`config.mk`:
```
export PLATFORM = sky130hd
export DESIGN_NAME = uart_loader_ctrl_flat
export DESIGN_NICKNAME = d
export VERILOG_FILES = /design/src/rtl/uart_loader_ctrl_if.sv /design/src/rtl/uart_loader_ctrl.sv /design/src/flat_wrapper.sv
export SDC_FILE = /design/constraint.sdc
export NUM_CORES = 1
export LEC_CHECK = 0
export BUFFER_PORTS_ARGS = -buffer_cell sky130_fd_sc_hd__buf_2
export CORE_ASPECT_RATIO = 0.9
export CORE_UTILIZATION = 25
export DETAILED_ROUTE_END_ITERATION = 7
export GPL_TIMING_DRIVEN = 0
export PLACE_DENSITY = 0.38
export SLEW_MARGIN = 20
export SYNTH_ARGS = -nofsm -noshare
export SYNTH_HDL_FRONTEND = slang
export SYNTH_SLANG_ARGS = --single-unit
```
`constraint.sdc`:
```
create_clock -name clk -period 5 [get_ports clk]
set_clock_uncertainty 0.15 [all_clocks]
set_input_delay 1.25 -clock clk [delete_from_list [all_inputs] [get_ports clk]]
set_output_delay 1.25 -clock clk [all_outputs]
set_load 0.1 [all_outputs]
```
`src/rtl/uart_loader_ctrl_if.sv`:
```
// uart_loader_ctrl_if: UART byte input, load commands, memory write ports and core pass-through
interface uart_loader_ctrl_if #(
  parameter int IMEM_AW = 15,
  parameter int DMEM_AW = 17
);
  logic               rx_valid;
  logic [7:0]         rx_data;
  logic               load_data;
  logic               load_text;
  logic               imem_we;
  logic [IMEM_AW-1:0] imem_addr;
  logic [31:0]        imem_wdata;
  logic               dmem_we;
  logic [DMEM_AW-1:0] dmem_addr;
  logic [31:0]        dmem_wdata;
  logic               cpu_run;
  logic               cpu_rx_valid;
  logic [7:0]         cpu_rx_data;
  logic               busy;
  logic               err_overflow;
  modport master (
    output rx_valid, rx_data, load_data, load_text,
    input  imem_we, imem_addr, imem_wdata, dmem_we, dmem_addr, dmem_wdata,
    input  cpu_run, cpu_rx_valid, cpu_rx_data, busy, err_overflow
  );
  modport slave (
    input  rx_valid, rx_data, load_data, load_text,
    output imem_we, imem_addr, imem_wdata, dmem_we, dmem_addr, dmem_wdata,
    output cpu_run, cpu_rx_valid, cpu_rx_data, busy, err_overflow
  );
endinterface

```
`src/rtl/uart_loader_ctrl.sv`:
```
// uart_loader_ctrl: assembles big-endian UART words into imem/dmem, then releases the core and forwards bytes
module uart_loader_ctrl #(
  parameter int IMEM_AW = 15,
  parameter int DMEM_AW = 17
) (
  input  logic               clk,
  input  logic               rstn,
  uart_loader_ctrl_if.slave  bus
);
  typedef enum logic [1:0] {IDLE, LEN, WORDS, RUN} state_t;
  state_t      state, state_nx;
  logic        tgt_text;
  logic [1:0]  bcnt;
  logic [23:0] shreg;
  logic [31:0] n;
  logic [31:0] wcnt;
  logic        wd_q;
  logic [31:0] word;
  logic        fin;
  logic        accept;
  logic        last_byte;
  logic        w_done;
  logic        fits;
  assign word      = {shreg, bus.rx_data};
  assign fin       = wd_q && wcnt == n;
  assign accept    = bus.rx_valid && (state == LEN || (state == WORDS && !fin));
  assign last_byte = accept && bcnt == 2'd3;
  assign w_done    = state == WORDS && last_byte;
  assign fits      = tgt_text ? ~|wcnt[31:IMEM_AW] : ~|wcnt[31:DMEM_AW];
  always_ff @(posedge clk)
    state <= !rstn ? IDLE : state_nx;
  always_comb begin
    state_nx = state;
    case (state)
      IDLE:    if (bus.load_data || bus.load_text) state_nx = LEN;
      LEN:     if (last_byte) state_nx = word == 32'd0 ? (tgt_text ? RUN : IDLE) : WORDS;
      WORDS:   if (fin) state_nx = tgt_text ? RUN : IDLE;
      default: state_nx = state;
    endcase
  end
  always_comb begin
    bus.busy    = state == LEN || state == WORDS;
    bus.cpu_run = state == RUN;
  end
  always_ff @(posedge clk) begin
    if (!rstn) begin
      tgt_text         <= 1'b0;
      bcnt             <= '0;
      shreg            <= '0;
      n                <= '0;
      wcnt             <= '0;
      wd_q             <= 1'b0;
      bus.imem_we      <= 1'b0;
      bus.imem_addr    <= '0;
      bus.imem_wdata   <= '0;
      bus.dmem_we      <= 1'b0;
      bus.dmem_addr    <= '0;
      bus.dmem_wdata   <= '0;
      bus.cpu_rx_valid <= 1'b0;
      bus.cpu_rx_data  <= '0;
      bus.err_overflow <= 1'b0;
    end else begin
      if (state == IDLE && (bus.load_data || bus.load_text)) tgt_text <= !bus.load_data;
      if (accept) begin
        bcnt  <= bcnt + 2'd1;
        shreg <= word[23:0];
      end
      if (state == LEN && last_byte) begin
        n    <= word;
        wcnt <= '0;
      end
      if (w_done) wcnt <= wcnt + 32'd1;
      wd_q        <= w_done;
      bus.imem_we <= w_done && tgt_text && fits;
      bus.dmem_we <= w_done && !tgt_text && fits;
      if (w_done && tgt_text && fits) begin
        bus.imem_addr  <= wcnt[IMEM_AW-1:0];
        bus.imem_wdata <= word;
      end
      if (w_done && !tgt_text && fits) begin
        bus.dmem_addr  <= wcnt[DMEM_AW-1:0];
        bus.dmem_wdata <= word;
      end
      if (w_done && !fits) bus.err_overflow <= 1'b1;
      bus.cpu_rx_valid <= state == RUN && bus.rx_valid;
      if (state == RUN && bus.rx_valid) bus.cpu_rx_data <= bus.rx_data;
    end
  end
endmodule

```
`src/flat_wrapper.sv`:
```
// flat-port wrapper written by rule: the top's interface ports become plain ports
module uart_loader_ctrl_flat 
#(
  parameter int IMEM_AW = 15,
  parameter int DMEM_AW = 17
)
  (clk, rstn, bus_rx_valid, bus_rx_data, bus_load_data, bus_load_text, bus_imem_we, bus_imem_addr, bus_imem_wdata, bus_dmem_we, bus_dmem_addr, bus_dmem_wdata, bus_cpu_run, bus_cpu_rx_valid, bus_cpu_rx_data, bus_busy, bus_err_overflow);
  uart_loader_ctrl_if #(.IMEM_AW(IMEM_AW), .DMEM_AW(DMEM_AW)) bus_i ();
  input  logic clk;
  input  logic rstn;
  input wire logic [$bits(bus_i.rx_valid)-1:0] bus_rx_valid;
  input wire logic [$bits(bus_i.rx_data)-1:0] bus_rx_data;
  input wire logic [$bits(bus_i.load_data)-1:0] bus_load_data;
  input wire logic [$bits(bus_i.load_text)-1:0] bus_load_text;
  output wire logic [$bits(bus_i.imem_we)-1:0] bus_imem_we;
  output wire logic [$bits(bus_i.imem_addr)-1:0] bus_imem_addr;
  output wire logic [$bits(bus_i.imem_wdata)-1:0] bus_imem_wdata;
  output wire logic [$bits(bus_i.dmem_we)-1:0] bus_dmem_we;
  output wire logic [$bits(bus_i.dmem_addr)-1:0] bus_dmem_addr;
  output wire logic [$bits(bus_i.dmem_wdata)-1:0] bus_dmem_wdata;
  output wire logic [$bits(bus_i.cpu_run)-1:0] bus_cpu_run;
  output wire logic [$bits(bus_i.cpu_rx_valid)-1:0] bus_cpu_rx_valid;
  output wire logic [$bits(bus_i.cpu_rx_data)-1:0] bus_cpu_rx_data;
  output wire logic [$bits(bus_i.busy)-1:0] bus_busy;
  output wire logic [$bits(bus_i.err_overflow)-1:0] bus_err_overflow;
  assign bus_i.rx_valid = bus_rx_valid;
  assign bus_i.rx_data = bus_rx_data;
  assign bus_i.load_data = bus_load_data;
  assign bus_i.load_text = bus_load_text;
  assign bus_imem_we = bus_i.imem_we;
  assign bus_imem_addr = bus_i.imem_addr;
  assign bus_imem_wdata = bus_i.imem_wdata;
  assign bus_dmem_we = bus_i.dmem_we;
  assign bus_dmem_addr = bus_i.dmem_addr;
  assign bus_dmem_wdata = bus_i.dmem_wdata;
  assign bus_cpu_run = bus_i.cpu_run;
  assign bus_cpu_rx_valid = bus_i.cpu_rx_valid;
  assign bus_cpu_rx_data = bus_i.cpu_rx_data;
  assign bus_busy = bus_i.busy;
  assign bus_err_overflow = bus_i.err_overflow;
  uart_loader_ctrl #(.IMEM_AW(IMEM_AW), .DMEM_AW(DMEM_AW)) u_core (.clk(clk), .rstn(rstn), .bus(bus_i));
endmodule
```
# [Word level (Yosys, flattened, before mapping)]
# Index checks and enable logic that the tools add are counted.
[classes] add_sub_neg=2 n_eq_ne=8 mux=9 reduce_logical=29
[op_table] operator="2-to-1 mux 32 bit" count=2
[op_table] operator="adder 32 x 1 -> 32 bit (second input constant)" count=1
[op_table] operator="equality test 32 bit" count=1
[op_table] operator="zero test 32 bit" count=1
[op_table] operator="OR reduction 17 bit" count=1
[op_table] operator="OR reduction 15 bit" count=1
[op_table] operator="logical AND 1 bit" count=13
[op_table] operator="2-to-1 mux 2 bit" count=5
[op_table] operator="equality test 2 bit (second input constant)" count=3
[op_table] operator="zero test 1 bit" count=6
[op_table] operator="inequality test 2 x 1 -> 1 bit (second input constant)" count=3
[op_table] operator="one-hot mux 2 bit (3 select lines)" count=1
[op_table] operator="AND reduction 4 bit" count=1
[op_table] operator="logical OR 1 bit" count=3
[op_table] operator="nonzero test 3 bit" count=1
[op_table] operator="adder 2 x 1 -> 2 bit (second input constant)" count=1
[op_table] operator="equality test 2 x 1 -> 1 bit (second input constant)" count=1
[op_table] operator="zero test 2 bit" count=1
[op_table] operator="nonzero test 2 bit" count=1
[op_table] operator="2-to-1 mux 1 bit" count=1
[word_totals] regBits=202 input_bits=13 out_inout_bits=110 word_cells=64

# [Longest topological paths before layout]
# Gate-level depths: netlist (run 1).
[depth] ltp_word=10 depth_mapped=10 ltp_nobuf=7

# [Least setup slack after synthesis (run 1)]
# OpenSTA, ideal clock, no wires.
[synth_path] path_kind="register to output" start="reg u_core.state[0]" end="out bus_busy" arrival_ps=1275 path_slack_ps=2325 path_stages_with_launch=3 n_path_buf=0 cell_sequence="dfxtp_1 inv_1 ha_1"
[synth_via] elab_chain_len=2
[synth_rtl] item="start, declared" line="uart_loader_ctrl.sv:11" text="state_t state, state_nx;"
[synth_rtl] item="start signal, assigned" line="uart_loader_ctrl.sv:31" text="state <= !rstn ? IDLE : state_nx;"
[synth_rtl] item="equality test 2 x 1 -> 1 bit / equality test 2 bit (equally long branches)" line="uart_loader_ctrl.sv:42" text="bus.busy = state == LEN || state == WORDS;"
[synth_rtl] item="logical OR 1 bit *" line="uart_loader_ctrl.sv:42"
[synth_rtl] item="end, declared" line="flat_wrapper.sv:24" text="output wire logic [$bits(bus_i.busy)-1:0] bus_busy;"
# Mark *: on every way between the ends. The rest lies on a longest branch, timed or not.

# [Final worst setup path (run 1)]
[layout_path] start="reg u_core.wcnt[10]" end="reg u_core.wcnt[12]"
[layout_via] elab_chain_len=9
[layout_rtl] item="start, declared" line="uart_loader_ctrl.sv:16" text="logic [31:0] wcnt;"
[layout_rtl] item="start signal, assigned" line="uart_loader_ctrl.sv:72" text="if (w_done) wcnt <= wcnt + 32'd1;"
[layout_rtl] item="branches (longest 9 deep; another with adder 32 x 1 -> 32 bit)"
# Several ways; the timed one is not identified.
# A chain may end at the register's enable or synchronous reset.

==> results.cfg, run 1 <==
[run_status]
result_of_the_run = finished, final reports clean

[power]
switching_share = 0.251
power_leakage_nw = 3.92
power.clock.fraction = 0.496
power.combinational.fraction = 0.087
internal-power_w = 0.00301
power.switching_w = 0.00101
power-per-cell-area_nw_per_um2 = 373
max-vdd-ir-drop_mv = 0.206
fraction_of_power_consumed_by_sequential_logic = 0.417

[cts]
cts_hold_buffers = 0
clock_root_buffer = clkbuf_16
cts_tree = built
insertion_delay_ns = 0.53
cts.path.max_buffers = 3
tritoncts.num_buffers = 26
post_cts_resized = 0
cts.htree.levels = 1
tritoncts_num_sinks = 202
cts.clk_slew.worst_paths_ns = 0.05
postCtsSetupRepairBufs = 0

[detailed_routing]
detail_route.iter0.violations = 359
via_per_inst = 4.73
detail-route-antenna-nets = 0
drtPass1Iterations = 6
drc = 0
routedWlPerCell_um = 19.6
routed-via-count = 7564
postRouteWirelength_um = 31400

[sta]
final-setup-viol-count = 0
finalWorstSetupSlack_ns = 1.64
slew_limit_headroom = 0.263
slew_violations = 0
layout_worst_path_cycle_share = 0.673
unrepaired_setup_endpoints_after_global_routing = false
fmaxAchievable_ghz = 0.297
fin_tns_setup_ns = 0
finalHoldViolations = 0
worst-slew-pin-transition_ns = 1.10
min_period_ns = 3.36

[placement]
place_hpwl_um = 22500
place.gp.congestion = 0.829
detailedPlace.worstSlack_ns = 1.40
io_buffers = 122

[min_path]
hold_path_end = u_core.bus.dmem_addr[7]$_SDFFE_PN0P_
worstHoldStart = u_core.bus.dmem_addr[7]$_SDFFE_PN0P_
whs_path_depth = 2
hold_path_class = reg -> reg

[logic_synthesis]
synth.ff_latch_count = 202
postSynth.asyncResetShare = 0
post_synth_main_area_contributors = dfxtp_1 (47%), mux2i_1 (14%), nand2_1 (11%)
synth.distinct_cells = 61
yosysSeqAreaShare = 0.467
post_synthesis_cell_area_um2 = 8660
area_leader_netlist = dfxtp_1
number_of_flops_mapped_to_enable_cells_by_yosys = 0
yosys_most_used_dff = dfxtp_1
synth_top_area_share = 0.467
yosysWarningCount = 0
synthesis.instances = 970
syn_avg_cell_area_um2 = 8.93
syn_nets = 989

[run]
cap_viol_max_count = 0

[critical_path]
path_max_fanout = 10
crit-reg2reg-capture = u_core.wcnt[12]$_SDFFE_PN0P_
r2r-start = u_core.wcnt[10]$_SDFFE_PN0P_
critical_path_arrival_ns = 3.68
worst_r2r_path_depth = 8
critPathKind = reg -> reg
worst-endpoint-required_ns = 5.31
regToRegSetupSlack_ns = 1.64
setup.worst_path.end_class = flop
worst_setup_path_start_kind = flop

[floorplan]
rows = 64
floorplan.die_area_um2 = 35400
die_width_um = 198
initial_standard_cell_utilization_of_the_core = 0.255
ios = 123
die_height_um = 179
design.core.area_um2 = 34000

[layout]
finish.net_count = 1139
area_delta_synth_final_pct = 24.3
drive_above_1_share = 0.177
n_antenna_cell = 0
fillerInstances = 3674

[global_route]
grt_remaining_overflow = 0
number_of_global_route_vias_before_repair = 7372
antenna_found_initial = 0
grt_use_total = 0.178
grt_first_pass_wirelength_um = 47300
largest_net_degree_at_the_start_of_global_routing = 13
metal layers:
| layer | track usage | vias up | share of wire | wire length, um |
|---|---|---|---|---|
| li1 | - | 3683 | - | - |
| met1 | 0.263 | 3634 | 0.51 | 16200 |
| met2 | 0.264 | 210 | 0.41 | 13000 |
| met3 | 0.0278 | 37 | 0.052 | 1650 |
| met4 | 0.0446 | 0 | 0.019 | 599 |
| met5 | 0 | - | 0 | 0 |
worst max-delay path by stage:
stage / start / endpoint / slack (ns) / cells after the start
CTS: u_core.wcnt[10]$_SDFFE_PN0P_ / u_core.wcnt[24]$_SDFFE_PN0P_ / 1.71 / 8
global route: u_core.wcnt[10]$_SDFFE_PN0P_ / u_core.wcnt[24]$_SDFFE_PN0P_ / 1.46 / 8
detailed placement: rstn / u_core.shreg[21]$_SDFFE_PN0P_ / 1.40 / 6
floorplan: u_core.state[0]$_SDFFE_PN0P_ / bus_busy / 2.33 / 2
finish: u_core.wcnt[10]$_SDFFE_PN0P_ / u_core.wcnt[12]$_SDFFE_PN0P_ / 1.64 / 8
global placement: rstn / u_core.shreg[11]$_SDFFE_PN0P_ / 1.34 / 6
Yosys cell counts, types with 6 or more instances:
cell type / instances
a21oi_1: 45
nand3_1: 24
inv_1: 9
and3_1: 6
nand2_1: 249
nand4_1: 17
buf_2: 17
xnor2_1: 29
nor4_1: 16
dfxtp_1: 202
nor2_1: 45
o21ai_0: 13
ha_1: 6
nor3_1: 23
o221a_1: 8
mux2i_1: 122
clkbuf_1: 44
a31oi_1: 8
area by class of cell:
class / count / area, um2 / area share
Sequential cell: 202 / 4040 / 0.376
Buffer: 71 / 348 / 0.0323
Timing Repair Buffer: 122 / 611 / 0.0567
Inverter: 9 / 33.8 / 0.00314
Multi-Input combinational cell: 688 / 4240 / 0.394
Tap cell: 462 / 578 / 0.0537
Clock buffer: 42 / 822 / 0.0763
Clock inverter: 4 / 95.1 / 0.00883
cell families after synthesis:
kind of cell,Yosys count,share of synthesized area
AOI/OAI and AO/OA,119,0.0926
xor gates and xnor gates,34,0.0344
adders and majority gates,6,0.00867
buffers and inverters,80,0.0440
DFF,202,0.467
muxes,122,0.141
and+or+nand+nor,407,0.213
sequential cells by signal, summed over array words and instances (netlist names), 2 cells and up:
| signal | cells |
|---|---|
| u_core.bcnt | 2 |
| u_core.bus.dmem_wdata | 32 |
| u_core.wcnt | 32 |
| u_core.n | 32 |
| u_core.state | 2 |
| u_core.bus.cpu_rx_data | 8 |
| u_core.bus.imem_wdata | 32 |
| u_core.shreg | 24 |
| u_core.bus.imem_addr | 15 |
| u_core.bus.dmem_addr | 17 |
worst max-delay path, cell delays in order, from the launching register on:
cell and delay (ns):
dfxtp_1 0.31, clkbuf_1 0.40, xnor2_1 0.18, nand4_1 0.10, nor3_1 0.53, nand4_1 0.56, nand2b_1 0.47, buf_2 0.36
o221a_1 0.23
power by group through the flow:
stage / logic (W) / clock network [W] / registers (W)
after floorplan: 0.000249 / 0 / 0.00170
after detailed placement: 0.000352 / 0 / 0.00171
after CTS: 0.000354 / 0.00204 / 0.00167
after global routing: 0.000380 / 0.00211 / 0.00168
final: 0.000348 / 0.00199 / 0.00167
after global placement: 0.000353 / 0 / 0.00171
metrics by stage:
stage          instances   util  area (um2)  hold slack, ns  total power, W
3_5_place_dp        1554  0.289        9850           0.294         0.00206
6_report            1600  0.316       10800           0.303         0.00401
3_3_place_gp        1554  0.289        9850           0.290         0.00206
5_1_grt             1600  0.316       10800           0.315         0.00417
4_1_cts             1600  0.316       10800           0.306         0.00407
2_1_floorplan        970      -        8660           0.298         0.00195
placed cells by master, fill, tap and decap left out, types with 4 or more instances in the layout:
| master | n |
|---|---|
| buf_2 | 139 |
| clkbuf_1 | 50 |
| nor2_1 | 45 |
| o211ai_1 | 4 |
| a21oi_1 | 45 |
| mux2i_1 | 122 |
| o21a_1 | 5 |
| nand2_1 | 249 |
| ha_1 | 6 |
| clkbuf_16 | 27 |
| or4_1 | 5 |
| o21ai_0 | 13 |
| a211oi_1 | 4 |
| and3_1 | 6 |
| o311ai_1 | 4 |
| nand3_1 | 24 |
| nor4_1 | 16 |
| nand4_1 | 17 |
| nor3_1 | 23 |
| xnor2_1 | 29 |
| xor2_1 | 5 |
| o221a_1 | 8 |
| buf_4 | 5 |
| inv_1 | 9 |
| clkbuf_8 | 9 |
| dfxtp_1 | 202 |
| a31oi_1 | 8 |
Note: power is estimated with default switching activity, not from simulation.
==> inputs of run 2 (changes only) <==
==> constraint.sdc (replaced) <==
create_clock -name clk -period 3.44 [get_ports clk]
set_clock_uncertainty 0.15 [all_clocks]
set_input_delay 0.86 -clock clk [delete_from_list [all_inputs] [get_ports clk]]
set_output_delay 0.86 -clock clk [all_outputs]
set_load 0.1 [all_outputs]
==> run 2 against run 1 <==
First-iteration DRC count increased by 15%. Die area unchanged. Register-to-register slack worse by 1.3 ns. Critical path type unchanged. Critical endpoint is now u_core.wcnt[30]$_SDFFE_PN0P_. Highest routed layer unchanged.
==> results.cfg, run 2 (synthesis gave the netlist of run 1 again) <==
[power]
switching_share = 0.250
power.switching_w = 0.00146
power_leakage_nw = 3.93
max-vdd-ir-drop_mv = 0.299
power.total_w = 0.00583
power.clock.fraction = 0.496
fraction_of_power_consumed_by_sequential_logic = 0.417
power.combinational.fraction = 0.087
power-per-cell-area_nw_per_um2 = 541
internal-power_w = 0.00437

[layout]
area_delta_synth_final_pct = 24.5
layout.cells.most_common = nand2_1
fillerInstances = 3671
finish.net_count = 1141
n_antenna_cell = 0
most-common-layout-cells = nand2_1 (249), dfxtp_1 (202), buf_2 (139)
drive_above_1_share = 0.178

[detailed_routing]
via_per_inst = 4.72
drtPass1Iterations = 6
drc = 0
detail-route-antenna-nets = 0
routed-via-count = 7562
detail_route.iter0.violations = 414
postRouteWirelength_um = 31400
routedWlPerCell_um = 19.6

[placement]
detailedPlace.worstSlack_ns = 0.184
place.gp.congestion = 0.829
io_buffers = 122
place_hpwl_um = 22500

[sta]
min_period_ns = 3.10
unrepaired_setup_endpoints_after_global_routing = false
finalWorstSetupSlack_ns = 0.343
layout_worst_path_cycle_share = 0.900
slew_violations = 0
final-setup-viol-count = 0
fin_tns_setup_ns = 0
fmaxAchievable_ghz = 0.323
worst-slew-pin-transition_ns = 1.15
whs_ns = 0.304
finalHoldViolations = 0
slew_limit_headroom = 0.231

[cts]
clock_root_buffer = clkbuf_16
insertion_delay_ns = 0.52
cts.clk_slew.worst_paths_ns = 0.06
post_cts_resized = 0
tritoncts_num_sinks = 202
cts_hold_buffers = 0
cts_tree = built
cts.htree.levels = 1
tritoncts.num_buffers = 26
cts.path.max_buffers = 3

[global_route]
largest_net_degree_at_the_start_of_global_routing = 13
grt_use_total = 0.178
antenna_found_initial = 0
grt_first_pass_wirelength_um = 47300
grt_remaining_overflow = 0
number_of_global_route_vias_before_repair = 7372

[critical_path]
worst-endpoint-required_ns = 3.69
setup.worst_path.end_class = flop
critical_path_arrival_ns = 3.35
worst_setup_path_start_kind = flop
critPathKind = reg -> reg
path_max_fanout = 7

[run_status]
result_of_the_run = finished, final reports clean

[floorplan]
floorplan.die_area_um2 = 35400
design.core.area_um2 = 34000
die_height_um = 179
initial_standard_cell_utilization_of_the_core = 0.255
rows = 64
die_width_um = 198
ios = 123

[run]
cap_viol_max_count = 0

[min_path]
hold_path_class = reg -> reg
==> run 2: cell count changes in the layout (fill, tap and decap cells not counted) <==
cell,before,now
buf_4,5,7
==> run 2: per-layer routing <==
metal / up-vias / routed length [um] / track usage
li1: 3685 / - / -
met1: 3627 / 16300 / 0.263
met2: 211 / 13000 / 0.264
met3: 39 / 1560 / 0.0278
met4: 0 / 629 / 0.0446
met5: - / 0 / 0
==> run 2: worst paths after layout <==
| check | start | to | slack (ns) | depth (start not counted) |
|---|---|---|---|---|
| worst max register to register | u_core.wcnt[0]$_SDFFE_PN0P_ | u_core.wcnt[30]$_SDFFE_PN0P_ | 0.34 | 7 |
| worst max-delay path | u_core.wcnt[0]$_SDFFE_PN0P_ | u_core.wcnt[30]$_SDFFE_PN0P_ | 0.34 | 7 |
| worst min register to register | u_core.bus.dmem_addr[7]$_SDFFE_PN0P_ | u_core.bus.dmem_addr[7]$_SDFFE_PN0P_ | 0.30 | 2 |
| worst min-delay path | u_core.bus.dmem_addr[7]$_SDFFE_PN0P_ | u_core.bus.dmem_addr[7]$_SDFFE_PN0P_ | 0.30 | 2 |
==> run 2: worst max-delay path, stage by stage (launching register included) <==
cell and delay [ns]:
dfxtp_1 0.53, ha_1 0.26, nand3_1 0.19, nor3_1 0.69, nand3_1 0.44, o31a_1 0.39, o311ai_1 0.22, o21ai_1 0.10
==> run 2: power groups by stage <==
stage	registers, W	logic, W	clock network, W
after floorplan	0.00247	0.000362	0
after global placement	0.00248	0.000513	0
after detailed placement	0.00248	0.000512	0
after CTS	0.00243	0.000514	0.00297
after global routing	0.00244	0.000552	0.00307
final	0.00243	0.000506	0.00289
==> run 2: per-stage QoR <==
stage | utilization | std cells | instance area, um2
global placement | 0.289 | 1554 | 9850
finish | 0.317 | 1602 | 10800
global route | 0.317 | 1602 | 10800
detailed placement | 0.289 | 1554 | 9850
CTS | 0.316 | 1600 | 10800
floorplan | - | 970 | 8660
==> run 2: repair_timing <==
action / 4_1_cts / 5_1_grt
setup endpoints to repair: 0 / 10
buffers inserted: 0 / 2
endpoints found under the hold margin: 0 / 0
==> run 2: area by class of cell <==
type / count / area (um2) / area share
plain buffers: 71 / 348 / 0.0323
clock buffers: 42 / 822 / 0.0762
clock inverters: 4 / 95.1 / 0.00882
inverters: 9 / 33.8 / 0.00313
multi-input cells: 688 / 4240 / 0.393
flip-flops and latches: 202 / 4040 / 0.375
well taps: 462 / 578 / 0.0536
repair buffers: 124 / 626 / 0.0580
==> inputs of run 3 (changes only) <==
--- a/config.mk
+++ b/config.mk
@@ -6,7 +6,6 @@
 export NUM_CORES = 1
 export LEC_CHECK = 0
 export BUFFER_PORTS_ARGS = -buffer_cell sky130_fd_sc_hd__buf_2
-export CORE_ASPECT_RATIO = 0.9
 export CORE_UTILIZATION = 25
 export DETAILED_ROUTE_END_ITERATION = 7
 export GPL_TIMING_DRIVEN = 0
==> constraint.sdc (replaced) <==
create_clock -name clk -period 3.2 [get_ports clk]
set_clock_uncertainty 0.15 [all_clocks]
set_input_delay 0.8 -clock clk [delete_from_list [all_inputs] [get_ports clk]]
set_output_delay 0.8 -clock clk [all_outputs]
set_load 0.1 [all_outputs]
==> run 3 against run 2 <==
Design area decreased by 0.84%. Combinational power grew 6.7%. Clock power decreased by 2%. Critical path type unchanged. Utilization about the same. Power up 2.4%. Worst setup slack got worse by 0.12 ns. Via count decreased by 0.58%. Worst hold slack got worse by 0.0020 ns. Fmax is 3.9% higher. Cell count fell by 1.0%. Critical endpoint is now u_core.wcnt[18]$_SDFFE_PN0P_. Register-to-register slack got worse by 0.12 ns.
==> results.cfg, run 3 (synthesis gave the netlist of run 1 again) <==
[cts]
clock_root_buffer = clkbuf_16
cts_hold_buffers = 0
cts.htree.levels = 1
cts.clk_slew.worst_paths_ns = 0.07
cts_tree = built
tritoncts.num_buffers = 25
tritoncts_num_sinks = 202
cts.path.max_buffers = 3
insertion_delay_ns = 0.52

[global_route]
number_of_global_route_vias_before_repair = 7469
grt_first_pass_wirelength_um = 46900
grt_use_total = 0.172
grt_remaining_overflow = 0
largest_net_degree_at_the_start_of_global_routing = 13
antenna_found_initial = 0

[floorplan]
die_width_um = 188
floorplan.die_area_um2 = 35400
die_height_um = 188
initial_standard_cell_utilization_of_the_core = 0.256
ios = 123
design.core.area_um2 = 33800
rows = 67

[critical_path]
regToRegSetupSlack_ns = 0.22
critPathKind = reg -> reg
worst_setup_path_start_kind = flop
setup.worst_path.end_class = flop
critical_path_arrival_ns = 3.25
worst-endpoint-required_ns = 3.47
path_max_fanout = 10

[layout]
drive_above_1_share = 0.179
instances_no_fill = 1586
n_antenna_cell = 0
fillerInstances = 3646
finish.net_count = 1141
combined_area_of_the_multi_input_logic_cells_um2 = 4260
most-common-layout-cells = nand2_1 (249), dfxtp_1 (202), buf_2 (139)
register_area_um2 = 4040
layout.cells.most_common = nand2_1
area_delta_synth_final_pct = 23.4

[placement]
placed_cells_incl_taps = 1540
place_hpwl_um = 22000
place.gp.congestion = 0.827
detailedPlace.worstSlack_ns = -0.128
io_buffers = 122

[min_path]
hold_path_class = reg -> reg

[sta]
finalWorstSetupSlack_ns = 0.218
worst-slew-pin-transition_ns = 1.09
unrepaired_setup_endpoints_after_global_routing = false
whs_ns = 0.302
layout_worst_path_cycle_share = 0.932
slew_limit_headroom = 0.273
min_period_ns = 2.98
finalHoldViolations = 0
final-setup-viol-count = 0
fmaxAchievable_ghz = 0.335
slew_violations = 0

[detailed_routing]
detail_route.iter0.violations = 356
drtPass1Iterations = 5
drc = 0
routed-via-count = 7518
via_per_inst = 4.74
detail-route-antenna-nets = 0
routedWlPerCell_um = 19.3
postRouteWirelength_um = 30700

[run]
cap_viol_max_count = 0

[power]
max-vdd-ir-drop_mv = 0.374
power-per-cell-area_nw_per_um2 = 558
power_leakage_nw = 3.88

[run_status]
result_of_the_run = finished, final reports clean
## run 3: cell types whose count changed in the layout (fill, tap and decap cells not counted), moves of 2 or more
cell        delta
bufinv_16      -2
nor3_2         +2
clkbuf_16      -2
clkinvlp_4     +2
nor3_1         -2
## run 3: final timing paths
kind | cells after the start | startpoint | end
max | 7 | u_core.state[0]$_SDFFE_PN0P_ | u_core.wcnt[18]$_SDFFE_PN0P_
min | 2 | u_core.bus.dmem_wdata[7]$_SDFFE_PN0P_ | u_core.bus.dmem_wdata[7]$_SDFFE_PN0P_
max reg2reg | 7 | u_core.state[0]$_SDFFE_PN0P_ | u_core.wcnt[18]$_SDFFE_PN0P_
min reg2reg | 2 | u_core.bus.dmem_wdata[7]$_SDFFE_PN0P_ | u_core.bus.dmem_wdata[7]$_SDFFE_PN0P_
## run 3: what timing repair did
item / CTS / global route
setup endpoints to repair: 10 / 4
setup buffers: 3 / 0
pin swaps: 1 / 0
endpoints found under the hold margin: 0 / 0
resized for setup: 0 / 2
## run 3: stage by stage
step | setup TNS [ns] | power (W) | area [um2] | util
finish | 0 | 0.00597 | 10700 | 0.317
global route | 0 | 0.00619 | 10700 | 0.317
CTS | 0 | 0.00605 | 10700 | 0.316
detailed placement | -1.30 | 0.00322 | 9840 | 0.291
global placement | -4.32 | 0.00322 | 9830 | 0.291
floorplan | 0 | 0.00304 | 8660 | -
## run 3: layer usage
layer / GRT usage / routed length (um) / share of wire
met3: 0.0314 / 1640 / 0.053
met5: 0 / 0 / 0
met4: 0.0416 / 625 / 0.020
met2: 0.272 / 13600 / 0.44
met1: 0.240 / 14800 / 0.48
## run 3: final cells by class
type / instances / area share
well taps: 448 / 0.0524
multi-input cells: 688 / 0.398
plain buffers: 71 / 0.0325
flip-flops and latches: 202 / 0.378
clock inverters: 4 / 0.00468
repair buffers: 125 / 0.0592
clock buffers: 39 / 0.0718
inverters: 9 / 0.00316
## run 3: report_power, final
| group | leakage, nW | internal (W) | switching (W) |
|---|---|---|---|
| clock network | 0.397 | 0.00171 | 0.00110 |
| logic | 1.86 | 0.000167 | 0.000373 |
| registers | 1.63 | 0.00255 | 0.0000619 |
| total | 3.88 | 0.00443 | 0.00154 |
## run 3: worst max-delay path, stage by stage (launching register included)
cell and delay, ns:
dfxtp_1 0.33, inv_1 0.09, ha_1 0.20, clkbuf_1 0.50, inv_1 0.18, nor2_1 0.69
nand2_1 0.36, o41ai_1 0.38
